**config.mk**
```make
export PLATFORM = sky130hd
export DESIGN_NAME = seq_divider_flat
export DESIGN_NICKNAME = d
export VERILOG_FILES = /design/src/rtl/seq_divider_pkg.sv /design/src/rtl/seq_divider_if.sv /design/src/rtl/seq_divider_divider_step.sv /design/src/rtl/seq_divider.sv /design/src/flat_wrapper.sv
export SDC_FILE = /design/constraint.sdc
export NUM_CORES = 1
export LEC_CHECK = 0
export ABC_CLOCK_PERIOD_IN_PS = 2350
export BUFFER_PORTS_ARGS = -buffer_cell sky130_fd_sc_hd__buf_2
export CAP_MARGIN = 25
export CORE_ASPECT_RATIO = 1.2
export CORE_MARGIN = 4
export CORE_UTILIZATION = 54
export CTS_CLUSTER_DIAMETER = 150
export DETAILED_ROUTE_END_ITERATION = 6
export GPL_TIMING_DRIVEN = 0
export PLACE_DENSITY = 0.77
export SYNTH_ARGS = -nofsm -noshare
export SYNTH_HDL_FRONTEND = slang
export SYNTH_SLANG_ARGS = --single-unit
```
**constraint.sdc**
```tcl
create_clock -name clk -period 2.35 [get_ports clk]
set_input_delay 0.3525 -clock clk [delete_from_list [all_inputs] [get_ports clk]]
set_output_delay 0.3525 -clock clk [all_outputs]
set_load 0.01 [all_outputs]
```
**src/rtl/seq_divider_pkg.sv**
```systemverilog
// seq_divider_pkg: shared types and constants for the sequential restoring
// divider (state encoding, default width, iteration-counter width helper).
package seq_divider_pkg;

   typedef enum logic [1:0] {
      IDLE = 2'b00,
      RUN  = 2'b01,
      DONE = 2'b10
   } state_t;

   localparam int DEFAULT_WIDTH = 4;

   // Bits needed to hold the iteration count WIDTH-1 down to 0.
   function automatic int cnt_width(input int width);
      return (width < 2) ? 1 : $clog2(width);
   endfunction

endpackage

```
**src/rtl/seq_divider_if.sv**
```systemverilog
// seq_divider_if: request/result bundle between a requester (master) and the
// divider (slave). Operands travel with start; results come back with done.
interface seq_divider_if
   import seq_divider_pkg::*;
#(
   parameter int WIDTH = DEFAULT_WIDTH
);
   logic             start;
   logic [WIDTH-1:0] dividend;
   logic [WIDTH-1:0] divisor;
   logic             busy;
   logic             done;
   logic [WIDTH-1:0] quotient;
   logic [WIDTH-1:0] remainder;
   logic             div_by_zero;

   modport master (
      output start, dividend, divisor,
      input  busy, done, quotient, remainder, div_by_zero
   );

   modport slave (
      input  start, dividend, divisor,
      output busy, done, quotient, remainder, div_by_zero
   );
endinterface

```
**src/rtl/seq_divider_divider_step.sv**
```systemverilog
// divider_step: one combinational restoring-division iteration. Shifts the
// next dividend bit into the partial remainder, trial-subtracts the divisor
// and keeps the difference only when it does not go negative.
module divider_step
   import seq_divider_pkg::*;
#(
   parameter int WIDTH = DEFAULT_WIDTH
) (
   input  logic [WIDTH:0]   r,
   input  logic [WIDTH-1:0] q,
   input  logic [WIDTH-1:0] divisor,
   output logic [WIDTH:0]   r_next,
   output logic [WIDTH-1:0] q_next
);

   // The trial subtraction is one bit wider than strictly needed so the full
   // partial remainder takes part; its top bit is always zero between
   // iterations, so the sign test is the same as a WIDTH+1 bit subtraction.
   logic [WIDTH+1:0] shifted_s;
   logic [WIDTH+1:0] diff_s;

   // Trial subtract and restore-or-keep decision.
   always_comb begin
      shifted_s = {r, q[WIDTH-1]};
      diff_s    = shifted_s - {2'b00, divisor};
      r_next    = shifted_s[WIDTH:0];
      q_next    = {q[WIDTH-2:0], 1'b0};
      if (diff_s[WIDTH+1] == 1'b0) begin
         r_next = diff_s[WIDTH:0];
         q_next = {q[WIDTH-2:0], 1'b1};
      end else begin
         r_next = shifted_s[WIDTH:0];
         q_next = {q[WIDTH-2:0], 1'b0};
      end
   end

endmodule

```
**src/rtl/seq_divider.sv**
```systemverilog
// seq_divider: sequential unsigned restoring divider, one quotient bit per
// clock, results presented with a one-cycle done pulse.
// Optional feature: define SEQ_DIVIDER_DBZ_CHECK_EN to short-circuit a zero
// divisor straight to DONE (latency 1) and raise div_by_zero with done.
// Without it a zero divisor iterates normally (quotient all ones,
// remainder = dividend) and div_by_zero stays low.
module seq_divider
   import seq_divider_pkg::*;
#(
   parameter int WIDTH = DEFAULT_WIDTH
) (
   input  logic         clk,
   input  logic         rst,
   seq_divider_if.slave bus
);

   localparam int CW = cnt_width(WIDTH);

   state_t           state_r;
   logic [WIDTH:0]   r_r;
   logic [WIDTH-1:0] q_r;
   logic [WIDTH-1:0] divisor_r;
   logic [CW-1:0]    cnt_r;
   logic             busy_r;
   logic             done_r;
   logic [WIDTH-1:0] quotient_r;
   logic [WIDTH-1:0] remainder_r;
   logic [WIDTH:0]   r_next_s;
   logic [WIDTH-1:0] q_next_s;
`ifdef SEQ_DIVIDER_DBZ_CHECK_EN
   logic             dbz_r;
`endif

   divider_step #(.WIDTH(WIDTH)) u_step (
      .r       (r_r),
      .q       (q_r),
      .divisor (divisor_r),
      .r_next  (r_next_s),
      .q_next  (q_next_s)
   );

   // Control FSM, iteration datapath and registered result outputs.
   always_ff @(posedge clk) begin
      if (rst) begin
         state_r     <= IDLE;
         r_r         <= {(WIDTH+1){1'b0}};
         q_r         <= {WIDTH{1'b0}};
         divisor_r   <= {WIDTH{1'b0}};
         cnt_r       <= {CW{1'b0}};
         busy_r      <= 1'b0;
         done_r      <= 1'b0;
         quotient_r  <= {WIDTH{1'b0}};
         remainder_r <= {WIDTH{1'b0}};
`ifdef SEQ_DIVIDER_DBZ_CHECK_EN
         dbz_r       <= 1'b0;
`endif
      end else begin
         case (state_r)
            IDLE: begin
               done_r <= 1'b0;
               if (bus.start) begin
                  divisor_r <= bus.divisor;
                  r_r       <= {(WIDTH+1){1'b0}};
                  q_r       <= bus.dividend;
                  cnt_r     <= CW'(WIDTH - 1);
                  busy_r    <= 1'b1;
`ifdef SEQ_DIVIDER_DBZ_CHECK_EN
                  if (bus.divisor == {WIDTH{1'b0}}) begin
                     state_r     <= DONE;
                     done_r      <= 1'b1;
                     quotient_r  <= {WIDTH{1'b1}};
                     remainder_r <= bus.dividend;
                     dbz_r       <= 1'b1;
                  end else begin
                     state_r     <= RUN;
                  end
`else
                  state_r   <= RUN;
`endif
               end else begin
                  state_r <= IDLE;
               end
            end
            RUN: begin
               r_r <= r_next_s;
               q_r <= q_next_s;
               if (cnt_r == {CW{1'b0}}) begin
                  state_r     <= DONE;
                  done_r      <= 1'b1;
                  quotient_r  <= q_next_s;
                  remainder_r <= r_next_s[WIDTH-1:0];
`ifdef SEQ_DIVIDER_DBZ_CHECK_EN
                  dbz_r       <= 1'b0;
`endif
               end else begin
                  cnt_r <= cnt_r - CW'(1);
               end
            end
            DONE: begin
               state_r <= IDLE;
               done_r  <= 1'b0;
               busy_r  <= 1'b0;
            end
            default: begin
               state_r <= IDLE;
               done_r  <= 1'b0;
               busy_r  <= 1'b0;
            end
         endcase
      end
   end

   assign bus.busy      = busy_r;
   assign bus.done      = done_r;
   assign bus.quotient  = quotient_r;
   assign bus.remainder = remainder_r;
`ifdef SEQ_DIVIDER_DBZ_CHECK_EN
   assign bus.div_by_zero = dbz_r;
`else
   assign bus.div_by_zero = 1'b0;
`endif

endmodule

```
**src/flat_wrapper.sv**
```systemverilog
// flat-port wrapper written by rule: the top's interface ports become plain ports
module seq_divider_flat import seq_divider_pkg::*;
#(
   parameter int WIDTH = DEFAULT_WIDTH
)
  (clk, rst, bus_start, bus_dividend, bus_divisor, bus_busy, bus_done, bus_quotient, bus_remainder, bus_div_by_zero);
  seq_divider_if #(.WIDTH(WIDTH)) bus_i ();
  input  logic clk;
  input  logic rst;
  input wire logic [$bits(bus_i.start)-1:0] bus_start;
  input wire logic [$bits(bus_i.dividend)-1:0] bus_dividend;
  input wire logic [$bits(bus_i.divisor)-1:0] bus_divisor;
  output wire logic [$bits(bus_i.busy)-1:0] bus_busy;
  output wire logic [$bits(bus_i.done)-1:0] bus_done;
  output wire logic [$bits(bus_i.quotient)-1:0] bus_quotient;
  output wire logic [$bits(bus_i.remainder)-1:0] bus_remainder;
  output wire logic [$bits(bus_i.div_by_zero)-1:0] bus_div_by_zero;
  assign bus_i.start = bus_start;
  assign bus_i.dividend = bus_dividend;
  assign bus_i.divisor = bus_divisor;
  assign bus_busy = bus_i.busy;
  assign bus_done = bus_i.done;
  assign bus_quotient = bus_i.quotient;
  assign bus_remainder = bus_i.remainder;
  assign bus_div_by_zero = bus_i.div_by_zero;
  seq_divider #(.WIDTH(WIDTH)) u_core (.clk(clk), .rst(rst), .bus(bus_i));
endmodule
```
Word level (Yosys, flattened, before mapping)

Cells that the tools add are included.

Reductions and logical operators: 9
Equal/unequal tests: 4
Bitwise operators: 1
Multiplexer cells: 14
Add/subtract/negate cells: 2

Operators with widths:

| operator                                                                | number |
|---|---|
| 5-bit 2-to-1 mux                                                        | 2 |
| 5-bit one-hot mux with 2 select lines                                   | 1 |
| 2-bit one-hot mux with 2 select lines                                   | 2 |
| 4-bit one-hot mux with 2 select lines                                   | 1 |
| 2-bit AND reduction                                                     | 4 |
| 2-bit 2-to-1 mux                                                        | 3 |
| 6-bit by 4-bit subtractor with 6-bit output                             | 1 |
| 2-bit logical NOT                                                       | 2 |
| 4-bit 2-to-1 mux                                                        | 1 |
| 2-bit inequality test, second input constant                            | 2 |
| 1-bit 2-to-1 mux                                                        | 3 |
| 3-bit AND reduction                                                     | 1 |
| 2-bit by 1-bit equality test with 1-bit output, second input constant   | 1 |
| 2-bit by 1-bit inequality test with 1-bit output, second input constant | 1 |
| 1-bit one-hot mux with 2 select lines                                   | 1 |
| 2-bit nonzero test                                                      | 1 |
| 2-bit OR reduction                                                      | 1 |
| 2-bit by 1-bit subtractor with 2-bit output, second input constant      | 1 |
| 1-bit NOT                                                               | 1 |

Logic and storage cells: 39
Bits of input ports: 11
Register bits: 27
Output and inout bits: 11

Logic depth before layout (Yosys ltp)

Gate-level depths: netlist of the first run.

Depth in word-level cells: 3
Gate-level depth with buffers: 9
Gate-level depth less buffers: 9

Cells and area by module

Synthesis of the first run repeated with hierarchy kept, for this count alone.

Cells, all modules: 151
Area, all modules: 1378.8 um^2

By module, submodules not included:

| module       | times used | seq. area each (um^2) | cells each | area an instance (um^2) |
|---|---|---|---|---|
| seq_divider  | 1          | 540.5                 | 111        | 1012.2 |
| divider_step | 1          | 0.0                   | 40         | 366.6 |

Least setup slack after synthesis of the first run

No wires, ideal clock.

Kind: register -> register
From: register u_core.divisor_r[1]
To: register u_core.remainder_r[1], in the netlist u_core.bus.remainder[1]
Period minus slack after synthesis: 1.781 ns
Buffers on the path: 0
Data arrival time: 1.649 ns
Library setup time: 0.132 ns
Cell stages (with the launch flop): 8
Path slack: 0.569 ns
Data required time: 2.218 ns
Cell sequence: dfxtp_1 inv_1 ha_1 nor2b_1 o221a_4 o211ai_4 mux2i_1 a21oi_1

Longest elaborated chain between the ends: 2

Ends and longest elaborated chain:

| item                                        | line                           | source |
|---|---|---|
| start: declaration                          | seq_divider.sv:22              | `logic [WIDTH-1:0] divisor_r;` |
| start signal: assignment                    | seq_divider.sv:48              | `divisor_r <= {WIDTH{1'b0}};` |
| start signal: assignment                    | seq_divider.sv:62              | `divisor_r <= bus.divisor;` |
| 6-bit by 4-bit subtractor with 6-bit output | seq_divider_divider_step.sv:25 | `diff_s = shifted_s - {2'b00, divisor};` |
| 5-bit 2-to-1 mux                            | seq_divider_divider_step.sv:28 | `if (diff_s[WIDTH+1] == 1'b0) begin` |
| end signal: assignment                      | seq_divider.sv:53              | `remainder_r <= {WIDTH{1'b0}};` |
| end signal: assignment                      | seq_divider.sv:91              | `remainder_r <= r_next_s[WIDTH-1:0];` |
| end: declaration                            | seq_divider.sv:27              | `logic [WIDTH-1:0] remainder_r;` |

No other way between the ends.
A chain may end at the register's enable or synchronous reset.

Worst setup path after layout of the first run

From: register u_core.divisor_r[2]
To: register u_core.remainder_r[1], in the netlist u_core.bus.remainder[1]

The elaborated chain is that of the path after synthesis.

==> results of run 1 <==
## sequential cells by signal, indices dropped and copies added (netlist names)
register and count:
u_core.bus.done 1, u_core.r_r 5, u_core.q_r 4, u_core.bus.quotient 4
u_core.cnt_r 2, u_core.state_r 2, u_core.divisor_r 4, u_core.bus.remainder 4
u_core.bus.busy 1
## worst register-to-register path, delay by kind of cell, from the launching register on
family | cells | cell delay [ns]
AO/OA/AOI/OAI | 3 | 0.68
flip-flops | 1 | 0.33
multiplexers | 1 | 0.30
adder cells (fa/ha/maj) | 1 | 0.25
AND/OR/NAND/NOR | 1 | 0.25
buffers and inverters | 1 | 0.06
## where the power goes
| group | switching [W] | internal [W] |
|---|---|---|
| Sequential | 0.0000220 | 0.000493 |
| Clock | 0.000126 | 0.0000636 |
| Combinational | 0.000148 | 0.000110 |
| Total | 0.000295 | 0.000666 |
## cells in the mapped netlist (2+ instances only)
| library cell | instances |
|---|---|
| sky130_fd_sc_hd__nor2b_1 | 3 |
| sky130_fd_sc_hd__nand4_1 | 2 |
| sky130_fd_sc_hd__a211oi_1 | 3 |
| sky130_fd_sc_hd__xor2_1 | 2 |
| sky130_fd_sc_hd__nand3_1 | 3 |
| sky130_fd_sc_hd__nor3_1 | 2 |
| sky130_fd_sc_hd__a21oi_1 | 13 |
| sky130_fd_sc_hd__o21ai_0 | 4 |
| sky130_fd_sc_hd__nand2_1 | 24 |
| sky130_fd_sc_hd__a311oi_1 | 3 |
| sky130_fd_sc_hd__inv_1 | 11 |
| sky130_fd_sc_hd__mux2i_1 | 4 |
| sky130_fd_sc_hd__ha_1 | 5 |
| sky130_fd_sc_hd__o22ai_1 | 2 |
| sky130_fd_sc_hd__o2111ai_1 | 2 |
| sky130_fd_sc_hd__nor2_1 | 24 |
| sky130_fd_sc_hd__o21a_1 | 2 |
| sky130_fd_sc_hd__dfxtp_1 | 27 |
| sky130_fd_sc_hd__clkbuf_1 | 3 |
| sky130_fd_sc_hd__o21ai_1 | 3 |
## kinds of logic after synthesis
| logic type | after synthesis | synth area share |
|---|---|---|
| XOR/XNOR | 2 | 0.0137 |
| AO/OA/AOI/OAI | 38 | 0.211 |
| AND/OR/NAND/NOR | 62 | 0.205 |
| other | 1 | 0.00293 |
| adder cells (fa/ha/maj) | 6 | 0.0645 |
| buffers and inverters | 16 | 0.0498 |
| multiplexers | 4 | 0.0313 |
| flip-flops | 27 | 0.422 |
## layout make-up
type / instances / area, µm² / area share
multi-input cells: 113 / 677 / 0.468
flip-flops and latches: 27 / 541 / 0.373
repair buffers: 20 / 100 / 0.0691
inverters: 11 / 41.3 / 0.0285
well taps: 31 / 38.8 / 0.0268
clock buffers: 3 / 22.5 / 0.0156
plain buffers: 5 / 22.5 / 0.0156
clock inverters: 1 / 5.00 / 0.00346
## how the worst min path moves through the flow
stage	endpoint	cells after the start	slack, ns
2_1_floorplan	u_core.bus.quotient[1]$_SDFFE_PP0P_	2	0.44
6_report	u_core.divisor_r[3]$_SDFFE_PP0P_	3	0.26
4_1_cts	u_core.divisor_r[3]$_SDFFE_PP0P_	3	0.25
3_3_place_gp	u_core.bus.quotient[2]$_SDFFE_PP0P_	2	0.44
5_1_grt	u_core.divisor_r[2]$_SDFFE_PP0P_	3	0.26
3_5_place_dp	u_core.bus.quotient[3]$_SDFFE_PP0P_	2	0.45
## metrics by stage
| step | power [W] | worst slack [ns] | utilization | hold WS [ns] |
|---|---|---|---|---|
| floorplan | 0.000719 | 0.569 | - | 0.441 |
| finish | 0.000961 | 0.376 | 0.634 | 0.259 |
| detailed placement | 0.000783 | 0.376 | 0.622 | 0.453 |
| global placement | 0.000771 | 0.424 | 0.622 | 0.444 |
| CTS | 0.000971 | 0.356 | 0.634 | 0.254 |
| global route | 0.00102 | 0.181 | 0.634 | 0.264 |
## per-layer routing
layer | wire length, µm | up-vias
met1 | 1060 | 534
li1 | - | 584
met5 | 0 | -
met3 | 62 | 2
met4 | 19 | 0
met2 | 1420 | 19
## cells in the final DEF (no fill, tap or decap), drive strengths merged, types with 4 or more instances in the layout
cell / netlist / layout
dfxtp: 27 / 27
nand2: 24 / 24
nor2: 24 / 24
buf: 2 / 22
a21oi: 13 / 13
inv: 11 / 11
o21ai: 7 / 7
clkbuf: 3 / 6
ha: 5 / 5
mux2i: 4 / 4
==> summary.md, run 1 <==
The smallest clock period supported by the final layout is computed as 1.97 ns. The floorplan step set the die height to 61.4 µm. The number of placed instances, taps included, is 207. The peak fanout along the critical path is 9. In this run, post-CTS hold repair placed 0 buffers. The number of nets in the synthesized netlist is 173. For the number of non-filler instances in the completed layout, the log shows 211. The total area inside the core boundary comes to 2280 µm². The final non-filler cell area is 1450 µm², and the data required time of the critical path is 2.56 ns. The Yosys step of the flow raised 0 warnings.

Among all flip-flop cells after synthesis, the most frequent one is sky130_fd_sc_hd__dfxtp_1. TritonCTS built the clock tree. The run gives 0.766 as the last weighted congestion value of the routability-driven placer. Measured along the x axis, the die boundary spans 52.5 µm. The mean number of vias per cell was 5.40. Path category of the worst min-delay check: in2reg. The number of violations reported at the end of detailed-routing iteration 0 came out at 31. The H-tree depth reported by CTS is 1, and the DRC violation count after routing is 0. Startpoint of the tightest hold check path: bus_divisor[3]. The number of detailed-routing iterations run before antenna repair is 4.

In this run, post-CTS repair resized a total of 0 instances. The async set-or-reset flop fraction in the synthesized netlist came out at 0. The top achievable clock speed is 0.507 GHz. Final count of negative-setup-slack endpoints: 0. The summed instance area of the synthesized netlist was 1280 µm²; the worst slew margin relative to its limit was 0.657. Counting buffers and inverters, the worst setup path is 7 cells deep. The count of cells along the worst register-to-register path works out to 7. The largest individual stage delay along the critical path comes from the cell sky130_fd_sc_hd__o211ai_4.

The floorplan die area came out at 3220 µm². Number of clock buffers inserted by TritonCTS: 3. Global routing usage summed across all routing layers: 0.177. The tools report the number of antenna violations at the first check in global routing as 0.

The effective utilization at floorplan is 0.561. The number of antenna diodes in the final layout is 0. Clock skew on the completed layout was measured at 0.0105 ns.

The final global-route overflow total was 0; the total negative slack for setup checks was 0 ns. The detailed router placed 1139 vias in this run. The share of final-layout standard cells stronger than drive strength 1 came out at 0.161. The critical path ends at u_core.bus.remainder[1]$_SDFFE_PP0P_. By area the synthesized netlist is led by sky130_fd_sc_hd__dfxtp_1 (42%), sky130_fd_sc_hd__nand2_1 (7.0%), sky130_fd_sc_hd__nor2_1 (7.0%). The critical path class was reg2reg. In this run the critical register-to-register path is launched from u_core.divisor_r[2]$_SDFFE_PP0P_. At the pin with the least slew margin, the transition time is 0.512 ns. The cell family contributing the most delay on the critical path was compound AO/OA/AOI/OAI gates.

The final layout contains 198 nets. The top-level I/O count is 22. The hold violation count in the final report was 0. The clock slew at the register clock pins of the worst setup and hold paths came out at 0.14 ns.

The run finished with clean final reports. The synthesized netlist contains 34 unique library cells. Entering global routing, the biggest net connects 16 pins.

The first global-routing pass estimated 4.32 mm of wire. The critical path starts at u_core.divisor_r[2]$_SDFFE_PP0P_. The final layout contains routed wiring with a total length of 2.56 mm. The delay of the slowest cell on the worst path is 0.34 ns, and the sequential cell area fraction in the yosys report is 0.422. Most crowded layer after global routing: met2. The sum of buffers and inverters on the critical path was 1. Counting flops with a built-in enable in the synthesized netlist gives 0. The tools report the routing usage on met1 as 0.181. The count of mapped cells out of synthesis was 156; the static leakage was 0.609 nW.

Averaged over all synthesized cells, the footprint is 8.21 µm². The worst setup path is captured at a flip-flop. Met3 global-route usage: 0.0291.

The element type at the critical path start was a flip-flop. For the worst vdd rail ir drop, the log shows 0.449 mV. After clock tree synthesis, the setup repair step added 0 buffers. CTS saw 27 sinks. The mean routed wirelength per cell is 12.1 µm, and the power density of the placed cells is 664 nW/µm².

Summed over all nets, the half-perimeter wirelength after detailed placement is 2.09 mm. The endpoint identified for the worst register-to-register timing path is u_core.bus.remainder[1]$_SDFFE_PP0P_. The run gives 1420 µm² as the area after detailed placement. The register-to-register setup slack came out at 0.38 ns. The logs give 19 for the floorplan row count and 0.31 ns for the clock insertion delay at the later pin of the skew report. Global-route met2 utilization: 0.358. The top cell type's share of synthesized area was 0.422. Compared with the post-synthesis result, the final layout area differs by 13.0%.

The number of global-route vias before repair came out at 1105. In this run the remaining antenna-violating nets after routing total 0. The run gives 2.18 ns as the data arrival time of the critical path. Clock tree synthesis selected as its root buffer the cell sky130_fd_sc_hd__clkbuf_4. After synthesis the netlist holds a flip-flop and latch count of 27.

In this run the tool buffered the top-level ports with 20 buffer cells. The run gives 222 as the total of fill cells in the finished design. The count of pins over their slew limit is 0. The final clock period utilization by the worst path was 0.840.

The tool flagged a number of max-cap violations equal to 0. Setup repair after global routing left no endpoint under its margin. Traced cell by cell, the critical path runs through inv_1, ha_1, or2_1, o221a_4, o211ai_4, mux2i_1, a21oi_1. For the maximum root-to-sink buffer count, the log shows 2. The largest total area in the synthesized netlist belongs to sky130_fd_sc_hd__dfxtp_1.
(Power assumes the default switching activity.)
==> run 2, diff against run 1 <==
Settings changed: ABC_CLOCK_PERIOD_IN_PS 2350 to 1870.
Clock period 2.35 ns to 1.87 ns, I/O delays scaled along.
==> run 2 against run 1 <==
Net effect:
- cell area up 11%
- core utilization up 6.9 points
- sequential power up 26%
- critical endpoint is now u_core.r_r[2]$_SDFFE_PP0P_
- worst hold slack got worse by 0.073 ns
- critical path type unchanged
- clock-buffer cell count did not move
==> summary.md, run 2 (synthesis gave the netlist of run 1 again) <==
The flow ran to the end, and the final reports show no timing, DRC or antenna violations. The clock insertion delay at the later pin of the skew report is 0.31 ns (about the same). TritonCTS built the clock tree. The cell family contributing the most delay on the critical path was compound AO/OA/AOI/OAI gates.

The floorplan row count is 19 (unchanged). The most frequent standard cell in the layout excluding fill and tap cells is sky130_fd_sc_hd__nand2_1. The run gives 207 (+4.5%) as the net count of the finished layout. The worst register-to-register path ends at u_core.r_r[2]$_SDFFE_PP0P_. The run gives 0 (unchanged) as the number of maximum-capacitance constraint violations.

The total negative slack for setup checks came out at 0 ns (unchanged). The routed length on met2 was 1.64 mm (+15%). The floorplan die height came out at 61.4 µm (unchanged). The tools report the data required time of the critical path as 2.09 ns (-0.47 ns). The peak fanout along the critical path is 8 (-1). The worst hold path begins at bus_divisor[3]. The source of the worst register-to-register timing path was u_core.divisor_r[2]$_SDFFE_PP0P_.

The end point of the worst hold path was u_core.divisor_r[3]$_SDFFE_PP0P_. The clock slew at the register clock pins of the worst setup and hold paths is 0.14 ns (about the same). Walking the worst path, the cells encountered are inv_2, ha_4, or2_4, o221a_4, o211ai_4, buf_6, mux2i_1, o21ai_1. Count of cells along the worst register-to-register path: 8 (+1). Routed metal-1 wirelength: 1.15 mm (+8.5%). The tools report the wire length of the first global-routing pass as 4.52 mm (+4.6%). The tools report the number of detailed-routing iterations run before antenna repair as 4 (unchanged). The tools report the floorplan die area as 3220 µm² (unchanged). The setup path with the least slack is of type reg2reg. The HPWL after detailed placement came out at 2.09 mm (unchanged). The width of the chip was 52.5 µm (unchanged). Setup repair after global routing could not meet its margin everywhere. The count of pins over their slew limit is 0 (unchanged).

The H-tree depth reported by CTS was 1 (unchanged); the final count of negative-setup-slack endpoints was 0 (unchanged). For the DRC violation count after routing, the log shows 0 (unchanged). Final global-route overflow total: 0 (unchanged).

The mean routed wirelength per cell was 13.1 µm (+7.9%). The final clock skew was 0.00897 ns (-0.00154 ns); the maximum root-to-sink buffer count was 2 (unchanged). The power density of the placed cells is 813 nW/µm² (+22%), and the number of non-filler instances in the completed layout is 220 (+4.3%). The logs give 0 (unchanged) for the number of antenna violations at the first check in global routing and 1195 (+4.9%) for the total number of vias.

The floorplan core area is 2280 µm² (unchanged). The global routing usage summed across all routing layers was 0.186 (+0.00862). Top achievable clock speed: 0.549 GHz (+8.3%). The antenna cell count is 0 (unchanged), and the pin count of the biggest net entering global routing is 16 (unchanged). The tools report the number of violations reported at the end of detailed-routing iteration 0 as 25 (-19%). Sum of buffers and inverters on the critical path: 2 (+1). The register-to-register setup slack came out at 0.05 ns (-0.33 ns). The final clock period utilization by the worst path is 0.974 (+0.134), and the area after detailed placement is 1420 µm² (unchanged). Amount of wire on met3 after detailed routing: 76 µm (+23%). Data arrival time of the critical path: 2.05 ns (-0.13 ns). On the critical path, the stage with the largest delay is an instance of sky130_fd_sc_hd__dfxtp_2.

The worst setup path is captured at a flip-flop. The run gives 22 (unchanged) as the top-level I/O count. Routed signal wires occupy layers up through met4. The library cells used most frequently in the layout, excluding fill and tap cells, are sky130_fd_sc_hd__nand2_1 (24), sky130_fd_sc_hd__nor2_1 (23), sky130_fd_sc_hd__dfxtp_1 (21), sky130_fd_sc_hd__buf_2 (20), sky130_fd_sc_hd__a21oi_1 (12). The final non-filler cell area came out at 1600 µm² (+11%). Time the final worst path needs with I/O delays and setup: 1.82 ns (-0.152 ns). The path category of the worst min-delay check is in2reg. The sum of internal, switching and leakage power was 0.00130 W (+36%). u_core.r_r holds more flip-flops than any other register. The root buffer cell is sky130_fd_sc_hd__clkbuf_4.

From synthesis to final layout, the design area changed by 25.2%. For the number of clock buffers inserted by TritonCTS, the log shows 3 (unchanged). The final core area utilization was 0.703 (+0.0685); the delay of the slowest cell on the worst path was 0.35 ns (about the same).

For the cell total after placement, the log shows 207 (unchanged). The tools report the static leakage as 0.670 nW (+9.9%). The number of flip-flops under the largest register name is 5 (unchanged). The mean number of vias per cell came out at 5.43 (+0.62%). The run gives 0.663 (+0.00534) as the worst slew margin relative to its limit.

Effective utilization at floorplan: 0.561 (unchanged). The cell depth of the worst hold path was 3 (unchanged); the share of final-layout standard cells stronger than drive strength 1 was 0.307 (+0.146). The run gives 0 (unchanged) as the count of antenna-violating nets left after detailed routing. The worst setup path is launched from a flip-flop. The total routed wirelength was 2.88 mm (+12%); the hold violation count in the final report was 0 (unchanged).

The count of input and output buffers was 20 (unchanged); the pin slew with the least headroom to its limit was 0.504 ns (-0.00798 ns). For the number of sinks driven by the clock tree, the log shows 27 (unchanged). The worst vdd rail ir drop is 0.564 mV (+26%). The number of global-route vias before repair is 1120 (+1.4%). The tools report the last weighted congestion value of the routability-driven placer as 0.766 (unchanged).
-- run 2: cell type report --
class	instances	area, µm²
sequential	27	551
clock inverter	1	5.00
tap	31	38.8
buffer	5	22.5
fill	193	678
timing repair buffer	29	171
clock buffer	3	22.5
inverter	11	43.8
multi-input combinational	113	749
-- run 2: worst min-delay path: cells and delay by family --
kind | cells | cell delay [ns]
and+or+nand+nor | 1 | 0.07
AOI/OAI and AO/OA | 1 | 0.05
buffers and inverters | 1 | 0.07
-- run 2: power breakdown --
group | total, W | internal [W] | switching (W) | leakage, nW
registers | 0.000651 | 0.000620 | 0.0000307 | 0.224
logic | 0.000415 | 0.000201 | 0.000214 | 0.428
clock network | 0.000239 | 0.0000799 | 0.000159 | 0.0177
total | 0.00130 | 0.000901 | 0.000404 | 0.670
-- run 2: per-stage QoR --
stage                     hold WS (ns)  setup WS, ns
after CTS                        0.182       -0.0397
final                            0.186        0.0478
after global routing             0.188       -0.0677
after global placement           0.444       -0.0561
after floorplan                  0.419        0.0893
after detailed placement         0.453        -0.104
-- run 2: worst max-delay path by stage --
| stage | to | startpoint | slack, ns | cells past startpoint |
|---|---|---|---|---|
| final | u_core.r_r[2]$_SDFFE_PP0P_ | u_core.divisor_r[2]$_SDFFE_PP0P_ | 0.05 | 8 |
| after global routing | u_core.r_r[2]$_SDFFE_PP0P_ | u_core.divisor_r[1]$_SDFFE_PP0P_ | -0.07 | 8 |
| after CTS | u_core.r_r[4]$_SDFFE_PP0P_ | u_core.q_r[3]$_SDFFE_PP0P_ | -0.04 | 9 |
| after detailed placement | u_core.bus.remainder[1]$_SDFFE_PP0P_ | u_core.divisor_r[2]$_SDFFE_PP0P_ | -0.10 | 7 |
| after global placement | u_core.bus.remainder[1]$_SDFFE_PP0P_ | u_core.divisor_r[1]$_SDFFE_PP0P_ | -0.06 | 7 |
| after floorplan | u_core.bus.remainder[1]$_SDFFE_PP0P_ | u_core.divisor_r[1]$_SDFFE_PP0P_ | 0.09 | 7 |
-- run 2: what timing repair did --
item                       in CTS  in global routing
hold buffers                    0                  0
pin swaps                       3                  6
hold endpoints to repair        0                  0
setup endpoints to repair       7                 11
buffers inserted                3                  6
gates resized for setup        12                 17
-- run 2: routing by layer --
metal,track usage,up-vias
met5,0,-
met4,0.0730,0
li1,-,603
met2,0.376,26
met1,0.183,564
met3,0.0339,2
